### config.mk
export PLATFORM = sky130hd
export DESIGN_NAME = mem_arbiter_flat
export DESIGN_NICKNAME = d
export VERILOG_FILES = /design/src/rtl/mem_arbiter_if.sv /design/src/rtl/mem_arbiter.sv /design/src/flat_wrapper.sv
export SDC_FILE = /design/constraint.sdc
export NUM_CORES = 1
export LEC_CHECK = 0
export BUFFER_PORTS_ARGS = -buffer_cell sky130_fd_sc_hd__buf_2
export CAP_MARGIN = 10
export CORE_AREA = 4 4 114 116
export DETAILED_ROUTE_END_ITERATION = 8
export DIE_AREA = 0 0 118 120
export GPL_ROUTABILITY_DRIVEN = 0
export SLEW_MARGIN = 15
export SYNTH_ARGS = -nofsm -noshare
export SYNTH_HDL_FRONTEND = slang
export SYNTH_SLANG_ARGS = --single-unit
### constraint.sdc
create_clock -name clk -period 1.8 [get_ports clk]
set_clock_uncertainty 0.15 [all_clocks]
set_input_delay 0.27 -clock clk [delete_from_list [all_inputs] [get_ports clk]]
set_output_delay 0.27 -clock clk [all_outputs]
set_load 0.02 [all_outputs]
### src/rtl/mem_arbiter_if.sv
// Request/response bundle shared by the requester ports and the memory port.
// The master drives the request; the slave accepts it and returns the response.
interface mem_arbiter_if #(
    parameter int unsigned p_addr_bits = 32,
    parameter int unsigned p_data_bits = 32
) ();
    logic                   req_val;
    logic                   req_rdy;
    logic                   req_type;
    logic [p_addr_bits-1:0] req_addr;
    logic [p_data_bits-1:0] req_wdata;
    logic                   resp_val;
    logic [p_data_bits-1:0] resp_rdata;

    modport master (
        output req_val, req_type, req_addr, req_wdata,
        input  req_rdy, resp_val, resp_rdata
    );

    modport slave (
        input  req_val, req_type, req_addr, req_wdata,
        output req_rdy, resp_val, resp_rdata
    );
endinterface

### src/rtl/mem_arbiter.sv
// Round-robin arbiter sharing one memory port between two requesters, with at
// most one transaction outstanding and the response routed back to its owner.
module mem_arbiter #(
    parameter int unsigned p_addr_bits = 32,
    parameter int unsigned p_data_bits = 32
) (
    input  logic           clk,
    input  logic           rst,
    mem_arbiter_if.slave   req0,
    mem_arbiter_if.slave   req1,
    mem_arbiter_if.master  mem
);

    typedef enum logic {StIdle, StBusy} state_e;

    state_e                 state_q, state_d;
    logic                   owner_q, owner_d;
    logic                   last_q, last_d;
    logic                   any_val;
    logic                   grant;
    logic                   grant_type;
    logic [p_addr_bits-1:0] grant_addr;
    logic [p_data_bits-1:0] grant_wdata;

    assign any_val = req0.req_val | req1.req_val;
    // A tie goes to whoever was not granted last; otherwise the sole asker wins.
    assign grant = (req0.req_val & req1.req_val) ? ~last_q : req1.req_val;

    always_comb begin
        grant_type  = 1'b0;
        grant_addr  = '0;
        grant_wdata = '0;
        if (any_val) begin
            if (grant) begin
                grant_type  = req1.req_type;
                grant_addr  = req1.req_addr;
                grant_wdata = req1.req_wdata;
            end else begin
                grant_type  = req0.req_type;
                grant_addr  = req0.req_addr;
                grant_wdata = req0.req_wdata;
            end
        end
    end

    always_ff @(posedge clk or posedge rst) begin
        if (rst) begin
            state_q <= StIdle;
            owner_q <= 1'b0;
            last_q  <= 1'b1;
        end else begin
            state_q <= state_d;
            owner_q <= owner_d;
            last_q  <= last_d;
        end
    end

    always_comb begin
        state_d = state_q;
        owner_d = owner_q;
        last_d  = last_q;
        unique case (state_q)
            StIdle: begin
                if (any_val && mem.req_rdy) begin
                    state_d = StBusy;
                    owner_d = grant;
                    last_d  = grant;
                end
            end
            StBusy: begin
                if (mem.resp_val) state_d = StIdle;
            end
        endcase
    end

    always_comb begin
        mem.req_val     = 1'b0;
        mem.req_type    = 1'b0;
        mem.req_addr    = '0;
        mem.req_wdata   = '0;
        req0.req_rdy    = 1'b0;
        req1.req_rdy    = 1'b0;
        req0.resp_val   = 1'b0;
        req0.resp_rdata = '0;
        req1.resp_val   = 1'b0;
        req1.resp_rdata = '0;
        unique case (state_q)
            StIdle: begin
                mem.req_val   = any_val;
                mem.req_type  = grant_type;
                mem.req_addr  = grant_addr;
                mem.req_wdata = grant_wdata;
                req0.req_rdy  = mem.req_rdy & req0.req_val & ~grant;
                req1.req_rdy  = mem.req_rdy & req1.req_val & grant;
            end
            StBusy: begin
                // A response seen while idle is spurious and never reaches this path.
                if (mem.resp_val) begin
                    if (owner_q) begin
                        req1.resp_val   = 1'b1;
                        req1.resp_rdata = mem.resp_rdata;
                    end else begin
                        req0.resp_val   = 1'b1;
                        req0.resp_rdata = mem.resp_rdata;
                    end
                end
            end
        endcase
    end

endmodule
### src/flat_wrapper.sv
// flat-port wrapper written by rule: the top's interface ports become plain ports
module mem_arbiter_flat 
#(
    parameter int unsigned p_addr_bits = 32,
    parameter int unsigned p_data_bits = 32
)
  (clk, rst, req0_req_val, req0_req_type, req0_req_addr, req0_req_wdata, req0_req_rdy, req0_resp_val, req0_resp_rdata, req1_req_val, req1_req_type, req1_req_addr, req1_req_wdata, req1_req_rdy, req1_resp_val, req1_resp_rdata, mem_req_val, mem_req_type, mem_req_addr, mem_req_wdata, mem_req_rdy, mem_resp_val, mem_resp_rdata);
  mem_arbiter_if #(.p_addr_bits(p_addr_bits), .p_data_bits(p_data_bits)) req0_i ();
  mem_arbiter_if #(.p_addr_bits(p_addr_bits), .p_data_bits(p_data_bits)) req1_i ();
  mem_arbiter_if #(.p_addr_bits(p_addr_bits), .p_data_bits(p_data_bits)) mem_i ();
  input  logic clk;
  input  logic rst;
  input wire logic [$bits(req0_i.req_val)-1:0] req0_req_val;
  input wire logic [$bits(req0_i.req_type)-1:0] req0_req_type;
  input wire logic [$bits(req0_i.req_addr)-1:0] req0_req_addr;
  input wire logic [$bits(req0_i.req_wdata)-1:0] req0_req_wdata;
  output wire logic [$bits(req0_i.req_rdy)-1:0] req0_req_rdy;
  output wire logic [$bits(req0_i.resp_val)-1:0] req0_resp_val;
  output wire logic [$bits(req0_i.resp_rdata)-1:0] req0_resp_rdata;
  input wire logic [$bits(req1_i.req_val)-1:0] req1_req_val;
  input wire logic [$bits(req1_i.req_type)-1:0] req1_req_type;
  input wire logic [$bits(req1_i.req_addr)-1:0] req1_req_addr;
  input wire logic [$bits(req1_i.req_wdata)-1:0] req1_req_wdata;
  output wire logic [$bits(req1_i.req_rdy)-1:0] req1_req_rdy;
  output wire logic [$bits(req1_i.resp_val)-1:0] req1_resp_val;
  output wire logic [$bits(req1_i.resp_rdata)-1:0] req1_resp_rdata;
  output wire logic [$bits(mem_i.req_val)-1:0] mem_req_val;
  output wire logic [$bits(mem_i.req_type)-1:0] mem_req_type;
  output wire logic [$bits(mem_i.req_addr)-1:0] mem_req_addr;
  output wire logic [$bits(mem_i.req_wdata)-1:0] mem_req_wdata;
  input wire logic [$bits(mem_i.req_rdy)-1:0] mem_req_rdy;
  input wire logic [$bits(mem_i.resp_val)-1:0] mem_resp_val;
  input wire logic [$bits(mem_i.resp_rdata)-1:0] mem_resp_rdata;
  assign req0_i.req_val = req0_req_val;
  assign req0_i.req_type = req0_req_type;
  assign req0_i.req_addr = req0_req_addr;
  assign req0_i.req_wdata = req0_req_wdata;
  assign req0_req_rdy = req0_i.req_rdy;
  assign req0_resp_val = req0_i.resp_val;
  assign req0_resp_rdata = req0_i.resp_rdata;
  assign req1_i.req_val = req1_req_val;
  assign req1_i.req_type = req1_req_type;
  assign req1_i.req_addr = req1_req_addr;
  assign req1_i.req_wdata = req1_req_wdata;
  assign req1_req_rdy = req1_i.req_rdy;
  assign req1_resp_val = req1_i.resp_val;
  assign req1_resp_rdata = req1_i.resp_rdata;
  assign mem_req_val = mem_i.req_val;
  assign mem_req_type = mem_i.req_type;
  assign mem_req_addr = mem_i.req_addr;
  assign mem_req_wdata = mem_i.req_wdata;
  assign mem_i.req_rdy = mem_req_rdy;
  assign mem_i.resp_val = mem_resp_val;
  assign mem_i.resp_rdata = mem_resp_rdata;
  mem_arbiter #(.p_addr_bits(p_addr_bits), .p_data_bits(p_data_bits)) u_core (.clk(clk), .rst(rst), .req0(req0_i), .req1(req1_i), .mem(mem_i));
endmodule
==> results.json, run 1 <==
{
  "status": "finished with violations",
  "violations": "negative setup slack",
  "vias": 3793,
  "post_dp_cell_area_um2": 4300,
  "ys_seq_area_frac": 0.0297,
  "die_y_um": 120,
  "start_kind": "flop",
  "peakVddDrop_mv": 0.398,
  "place_ws_ns": 0.00374,
  "fin_crit_ns": 1.97,
  "r2r_cells": 5,
  "worstMarginPinSlew_ns": 0.393,
  "maxCapViolations": 0,
  "crit_path_end_kind": "output port",
  "setup_ws_ns": -0.170,
  "yosys.area.top_type": "nand2b_1",
  "antenna_found_initial": 0,
  "max_freq_mhz": 508,
  "antenna_cells": 0,
  "die_area_um2": 14200,
  "synth_top_area_frac": 0.321,
  "power.switching_w": 0.00156,
  "gr-total-overflow": 0,
  "min_path_type": "in -> reg",
  "drc": 0,
  "grt_pass1_vias": 3749,
  "worst_ep_arrival_time_ns": 1.55,
  "hold_viol_final": 0,
  "synthToLayoutAreaGrowth_pct": 106,
  "ys_top_cells_by_area": "nand2b_1 (32%), o32ai_2 (31%), nor2_1 (10%)",
  "final_max_slew_viol_count": 0,
  "fin_crit_sh": 1.09,
  "rsz0062_at_grt": "yes",
  "power_density_nw_per_um2": 622,
  "ys_ff_latch": 3,
  "relSlewSlack": 0.737,
  "final_cell_mix": "buf_2 (192), nand2b_1 (125), buf_4 (105)",
  "worstHoldPathCells": 2,
  "port_buffers": 301,
  "power_w": 0.00330,
  "p_leak_nw": 2.53,
  "die_x_um": 118,
  "combinationalPowerShare": 0.856,
  "criticalPathCategory": "reg -> out",
  "synthesis.nets": 528,
  "clock_latency_ns": 0.22,
  "worst-endpoint-required_ns": 1.38,
  "coreArea_um2": 11900,
  "netlist_area_um2": 2570,
  "num-nets-final": 825,
  "internal_power_w": 0.00174,
  "clockRootBuffer": "clkbuf_16",
  "cts_max_level": 1,
  "start_util": 0.216,
  "grt_max_degree": 97,
  "whs_ns": 0.189,
  "final_cell_area_um2": 5300,
  "yosysWarnings": 0,
  "drive_gt1_frac": 0.652,
  "grtUsageTotal": 0.161,
  "pin_count": 302,
  "sw_frac_of_total": 0.473,
  "post_drt_wl_per_cell_um": 16.9,
  "seqPwrFrac": 0.037,
  "first_pass_iters": 4,
  "mostFrequentLayoutCell": "buf_2",
  "cts_tree": "built",
  "drtIter0Drc": 176,
  "syn_avg_cell_area_um2": 7.14,
  "dpl.hpwl_um": 9850,
  "rows": 40,
  "critPathMaxFanout": 8,
  "via_per_inst": 4.72,
  "ant_nets": 0,
  "numCtsBuffers": 3,
  "grt_pass1_wl_um": 19100,
  "final_core_util": 0.445,
  "clock-sinks": 3,
  "p_clk_frac": 0.106,
  "syn_inst": 360,
  "clk_pin_slew_ns": 0.03,
  "drt_wl_total_um": 13600,
  "post_synth_num_cell_types": 21,
  "setup_violations": 66,
  "clockBufferDepth": 2
}
==> Yosys cell counts, drive strengths merged <==
| cell type | count |
|---|---|
| nor3 | 1 |
| inv | 5 |
| dfrtp | 2 |
| nor2b | 1 |
| nand3 | 1 |
| nor2 | 69 |
| nand2 | 32 |
| o32ai | 65 |
| a21bo | 1 |
| buf | 30 |
| o2bb2ai | 1 |
| nand3b | 1 |
| nand2b | 132 |
| o22ai | 1 |
| a32o | 1 |
| dfstp | 1 |
| clkbuf | 16 |
==> worst paths after layout <==
| check | from | endpoint | slack [ns] |
|---|---|---|---|
| worst min register to register | u_core.owner_q$_DFFE_PP0P_ | u_core.owner_q$_DFFE_PP0P_ | 0.44 |
| max in group asynchronous | rst | u_core.last_q$_DFFE_PP1P_ | 0.96 |
| worst min-delay path | mem_req_rdy | u_core.last_q$_DFFE_PP1P_ | 0.19 |
| min in group asynchronous | rst | u_core.owner_q$_DFFE_PP0P_ | 0.33 |
| worst max register to register | u_core.last_q$_DFFE_PP1P_ | u_core.owner_q$_DFFE_PP0P_ | 0.34 |
| worst max-delay path | u_core.last_q$_DFFE_PP1P_ | mem_req_addr[8] | -0.17 |
==> state kept, by name (all words and copies together), names as in the netlist <==
signal	cells
u_core.last_q	1
u_core.state_q	1
u_core.owner_q	1
==> cell families after synthesis <==
family | after synthesis | synth area share
and+or+nand+nor | 237 | 0.479
DFF | 3 | 0.0297
AOI/OAI and AO/OA | 69 | 0.378
buffers and inverters | 51 | 0.113
==> critical path: stages (launching register included) <==
cell	delay, ns
dfstp_2	0.57
nor2b_4	0.10
buf_4	0.18
o32ai_2	0.29
buf_4	0.19
==> per-stage QoR <==
| stage | TNS [ns] | std cells |
|---|---|---|
| after global routing | -11.43 | 803 |
| after detailed placement | 0 | 785 |
| after CTS | -8.94 | 794 |
| after floorplan | 0 | 360 |
| final | -8.02 | 803 |
| after global placement | -0.0110 | 785 |
==> per-layer routing <==
metal / vias to the layer above / part of all wire / track usage / wire [um]
met3: 14 / 0.067 / 0.0353 / 911
met1: 1753 / 0.36 / 0.173 / 4850
met2: 190 / 0.56 / 0.328 / 7670
met5: - / 0 / 0 / 0
li1: 1836 / - / - / -
met4: 0 / 0.011 / 0.0147 / 152
==> final cells by class <==
type	instances	area [um2]
inverters	5	18.8
multi-input cells	306	2560
repair buffers	338	2380
fillers	1183	6620
clock buffers	4	78.8
flip-flops and latches	3	77.6
well taps	147	184
==> power groups by stage <==
stage                     combinational, W  sequential (W)  clock (W)
after CTS                          0.00244        0.000123   0.000358
after global placement             0.00220        0.000123          0
after floorplan                    0.00150        0.000106          0
after detailed placement           0.00221        0.000122          0
after global routing               0.00300        0.000126   0.000361
final                              0.00282        0.000123   0.000351
==> repair_timing <==
item,4_1_cts,5_1_grt
endpoints found under the hold margin,3,0
endpoints found under the setup margin,72,116
cloned,0,6
pin swaps,1,1
gates resized for setup,74,106
hold buffers,1,0
setup buffers,4,3
Power figures use the tool's default switching activity.
==> inputs of run 2 (changes only) <==
HOLD_SLACK_MARGIN = 0.15   (was not set)
clock period = 2 ns   (was 1.8 ns; I/O delays follow)
==> results.json, run 2 (synthesis results as in run 1) <==
{
  "clockRootBuffer": "clkbuf_16",
  "r2r_end": "u_core.owner_q$_DFFE_PP0P_",
  "min_path_type": "in -> reg",
  "post_drt_wl_per_cell_um": 15.7,
  "fin_crit_ns": 2.01,
  "relSlewSlack": 0.787,
  "worst_ep_arrival_time_ns": 1.56,
  "clock_latency_ns": 0.23,
  "peakVddDrop_mv": 0.279,
  "clk_pin_slew_ns": 0.03,
  "hold_end": "u_core.last_q$_DFFE_PP1P_",
  "critPathMaxFanout": 38,
  "setup_violations": 1,
  "grt_pass1_vias": 3690,
  "first_pass_iters": 4,
  "pin_count": 302,
  "rows": 40,
  "drc": 0,
  "status": "finished with violations",
  "stdcell_count": 782,
  "antenna_found_initial": 0,
  "cts_tree": "built",
  "die_area_um2": 14200,
  "violations": "negative setup slack",
  "fin_setup_tns_ns": -0.00551,
  "die_x_um": 118,
  "drive_gt1_frac": 0.609,
  "power_density_nw_per_um2": 552,
  "grt_pass1_wl_um": 18500,
  "hold_viol_final": 0,
  "clock-sinks": 3,
  "worstHoldPathCells": 2,
  "worst-endpoint-required_ns": 1.55,
  "fin_crit_sh": 1.00,
  "numCtsBuffers": 3,
  "die_y_um": 120,
  "port_buffers": 301,
  "gr-total-overflow": 0,
  "ant_nets": 0,
  "via_per_inst": 4.61,
  "synthToLayoutAreaGrowth_pct": 80.1,
  "cts_max_level": 1,
  "grt_max_degree": 86,
  "hold_start": "mem_req_rdy",
  "r2r_cells": 3,
  "antenna_cells": 0,
  "rsz0062_at_grt": "yes",
  "drtIter0Drc": 139,
  "final_cell_mix": "buf_2 (254), nand2b_1 (124), nor2_1 (69)",
  "start_kind": "flop",
  "mostFrequentLayoutCell": "buf_2",
  "dpl.hpwl_um": 9830,
  "maxCapViolations": 0,
  "rrSetupSlack_ns": 0.64,
  "criticalPathCategory": "reg -> out",
  "grtUsageTotal": 0.156,
  "num-nets-final": 804,
  "final_core_util": 0.389,
  "drt_wl_total_um": 12200,
  "largestRegisters": "u_core.last_q: 1 flops, u_core.owner_q: 1 flops, u_core.state_q: 1 flops",
  "reg2reg_from": "u_core.last_q$_DFFE_PP1P_",
  "vias": 3602,
  "clockBufferDepth": 2,
  "dp_cells": 776,
  "setup_ws_ns": -0.00551,
  "start_util": 0.216,
  "max_freq_mhz": 499,
  "coreArea_um2": 11900,
  "worstMarginPinSlew_ns": 0.319,
  "final_max_slew_viol_count": 0,
  "cts_setup_buffers": 0,
  "crit_path_end_kind": "output port",
  "p_leak_nw": 2.33
}
-- run 2: layout make-up --
class | instances | area [um2]
Clock buffer | 4 | 78.8
Fill cell | 1264 | 7280
Inverter | 5 | 18.8
Multi-Input combinational cell | 306 | 2370
Sequential cell | 3 | 77.6
Tap cell | 147 | 184
Timing Repair Buffer | 317 | 1900
-- run 2: worst max path at each step --
stage / start / end / slack [ns] / cells past startpoint
floorplan: u_core.state_q$_DFF_PP0_ / mem_req_addr[10] / 0.19 / 4
global placement: req0_req_val / mem_req_wdata[3] / 0.18 / 5
detailed placement: req0_req_val / mem_req_wdata[3] / 0.16 / 5
CTS: u_core.last_q$_DFFE_PP1P_ / mem_req_wdata[20] / 0.005 / 4
global route: u_core.last_q$_DFFE_PP1P_ / mem_req_addr[9] / -0.07 / 4
finish: u_core.last_q$_DFFE_PP1P_ / mem_req_wdata[3] / -0.006 / 4
-- run 2: power breakdown --
| group | internal [W] | total [W] | switching, W | leakage [nW] |
|---|---|---|---|---|
| combinational | 0.000946 | 0.00213 | 0.00118 | 2.26 |
| clock | 0.000263 | 0.000322 | 0.0000586 | 0.0382 |
| sequential | 0.0000840 | 0.000109 | 0.0000250 | 0.0334 |
-- run 2: timing repair --
| item | 4_1_cts | 5_1_grt |
|---|---|---|
| gates resized for setup | 6 | 68 |
| setup endpoints to repair | 3 | 52 |
| cloned | 0 | 1 |
| pin swaps | 0 | 4 |
| endpoints found under the hold margin | 3 | 0 |
| hold buffers | 1 | 0 |
-- run 2: layer usage --
layer | track usage | share of wire | vias to the layer above | wire (um)
met5 | 0 | 0 | - | 0
met4 | 0.0359 | 0.017 | 0 | 204
met3 | 0.0335 | 0.069 | 14 | 839
met2 | 0.308 | 0.54 | 175 | 6600
met1 | 0.168 | 0.38 | 1624 | 4600
li1 | - | - | 1789 | -
-- run 2: through the flow --
stage               area, um2  hold slack [ns]  power (W)  setup slack (ns)
global placement         4210           0.0301    0.00203             0.179
detailed placement       4210           0.0333    0.00204             0.162
global route             4630            0.249    0.00273           -0.0659
CTS                      4330            0.218    0.00240           0.00478
floorplan                2570          -0.0971    0.00145             0.188
finish                   4630            0.234    0.00256          -0.00551
-- run 2: critical path, cell delays in order, from the launching register on --
cell,delay (ns)
dfstp_2,0.56
nor2b_4,0.06
buf_12,0.18
o32ai_4,0.32
buf_6,0.16
==> inputs of run 3 (changes only) <==
TNS_END_PERCENT = 20   (was not set)
==> results.json, run 3 (synthesis results as in run 1) <==
{
  "fin_crit_sh": 1.02,
  "worst_ep_arrival_time_ns": 1.60,
  "pin_count": 302,
  "n_fill_cell": 1261,
  "regArea_um2": 77.6,
  "start_kind": "flop",
  "grt_max_degree": 86,
  "grtUsageTotal": 0.156,
  "critPathMaxFanout": 85,
  "peakVddDrop_mv": 0.279,
  "drc": 0,
  "r2r_cells": 3,
  "rows": 40,
  "slowest_stage": "dfrtp_2",
  "whs_ns": 0.234,
  "power_density_nw_per_um2": 553,
  "setup_ws_ns": -0.0457,
  "clk_pin_slew_ns": 0.03,
  "synthToLayoutAreaGrowth_pct": 77.9,
  "grt_pass1_wl_um": 18500,
  "dpl.hpwl_um": 9830,
  "cts_tree": "built",
  "dp_cells": 776,
  "criticalPathCategory": "reg -> out",
  "clockRootBuffer": "clkbuf_16",
  "status": "finished with violations",
  "coreArea_um2": 11900,
  "ant_nets": 0,
  "reg2reg_from": "u_core.last_q$_DFFE_PP1P_",
  "rrSetupSlack_ns": 0.64,
  "final_cell_mix": "buf_2 (255), nand2b_1 (127), nor2_1 (69)",
  "clockBufferDepth": 2,
  "fin_setup_tns_ns": -0.0457,
  "maxCapViolations": 0,
  "stdcell_count": 782,
  "drive_gt1_frac": 0.605,
  "first_pass_iters": 4,
  "num-nets-final": 804,
  "multiInputGateArea_um2": 2330,
  "drt_wl_total_um": 12300,
  "cp_cell_sequence": "buf_12 -> nand2b_1 -> o32ai_4 -> buf_6",
  "fin_crit_ns": 2.05,
  "mostFrequentLayoutCell": "buf_2",
  "post_drt_wl_per_cell_um": 15.7,
  "worst_path_largest_cell_delay_ns": 0.45,
  "worst-endpoint-required_ns": 1.55,
  "die_area_um2": 14200,
  "clock_latency_ns": 0.23,
  "hold_viol_final": 0,
  "r2r_end": "u_core.owner_q$_DFFE_PP0P_",
  "hold_end": "u_core.last_q$_DFFE_PP1P_",
  "min_path_type": "in -> reg",
  "cts_setup_buffers": 0,
  "gr-total-overflow": 0,
  "final_max_slew_viol_count": 0,
  "largestRegisters": "u_core.last_q: 1 flops, u_core.owner_q: 1 flops, u_core.state_q: 1 flops",
  "worstHoldPathCells": 2,
  "relSlewSlack": 0.796,
  "antenna_cells": 0,
  "setup_violations": 1,
  "via_per_inst": 4.64,
  "port_buffers": 301,
  "hold_start": "mem_req_rdy",
  "cts_max_level": 1,
  "violations": "negative setup slack",
  "max_freq_mhz": 489,
  "p_leak_nw": 2.32,
  "worstMarginPinSlew_ns": 0.307,
  "numCtsBuffers": 3,
  "die_y_um": 120,
  "grt_pass1_vias": 3690,
  "crit_path_end_kind": "output port",
  "antenna_found_initial": 0,
  "die_x_um": 118,
  "start_util": 0.216,
  "drtIter0Drc": 136,
  "vias": 3625,
  "rsz0062_at_grt": "yes",
  "clock-sinks": 3
}
-- run 3: changes by cell type in the layout (fill, tap and decap cells not counted) --
cell	before	now
nand2b_1	124	127
nand2b_4	7	4
buf_6	5	3
o32ai_2	50	52
o32ai_4	5	3
buf_2	254	255
buf_4	47	48
-- run 3: timing repair --
| item | in CTS | in global routing |
|---|---|---|
| endpoints found under the setup margin | 3 | 52 |
| endpoints found under the hold margin | 3 | 0 |
| cloned | 0 | 1 |
| pin swaps | 0 | 2 |
| hold buffers | 1 | 0 |
| gates resized for setup | 6 | 60 |
-- run 3: area by class of cell --
class                      instances  share of cell area
multi-input combinational        306               0.509
timing repair buffer             317               0.413
tap                              147              0.0402
clock buffer                       4              0.0172
sequential                         3              0.0170
inverter                           5             0.00410
-- run 3: worst max-delay path, delay by kind of cell (launching register included) --
kind | cells | cell delay [ns]
AO/OA/AOI/OAI | 1 | 0.29
buffers and inverters | 2 | 0.37
AND/OR/NAND/NOR | 1 | 0.24
flip-flops | 1 | 0.45
-- run 3: worst max path at each step --
stage                                          from                end  cells past startpoint
final                      u_core.state_q$_DFF_PP0_   mem_req_wdata[3]                      4
after global routing       u_core.state_q$_DFF_PP0_   mem_req_wdata[3]                      4
after CTS                 u_core.last_q$_DFFE_PP1P_  mem_req_wdata[20]                      4
after detailed placement               req0_req_val   mem_req_wdata[3]                      5
after global placement                 req0_req_val   mem_req_wdata[3]                      5
after floorplan            u_core.state_q$_DFF_PP0_   mem_req_addr[10]                      4
-- run 3: stage by stage --
step                      power, W  cell area (um2)   util  setup slack, ns
final                      0.00253             4570  0.384          -0.0457
after global routing       0.00270             4570  0.384          -0.0710
after CTS                  0.00240             4330  0.363          0.00478
after detailed placement   0.00204             4210  0.353            0.162
after global placement     0.00203             4210  0.353            0.179
after floorplan            0.00145             2570      -            0.188
-- run 3: power by group --
part | internal, W | switching [W]
Combinational | 0.000927 | 0.00117
Clock | 0.000263 | 0.0000586
Sequential | 0.0000840 | 0.0000250
Total | 0.00127 | 0.00125
-- run 3: per-layer routing --
metal,global-route usage,up-vias,share of wire
met3,0.0335,16,0.074
met4,0.0359,0,0.019
met2,0.308,184,0.54
met5,0,-,0
met1,0.168,1633,0.37
li1,-,1792,-
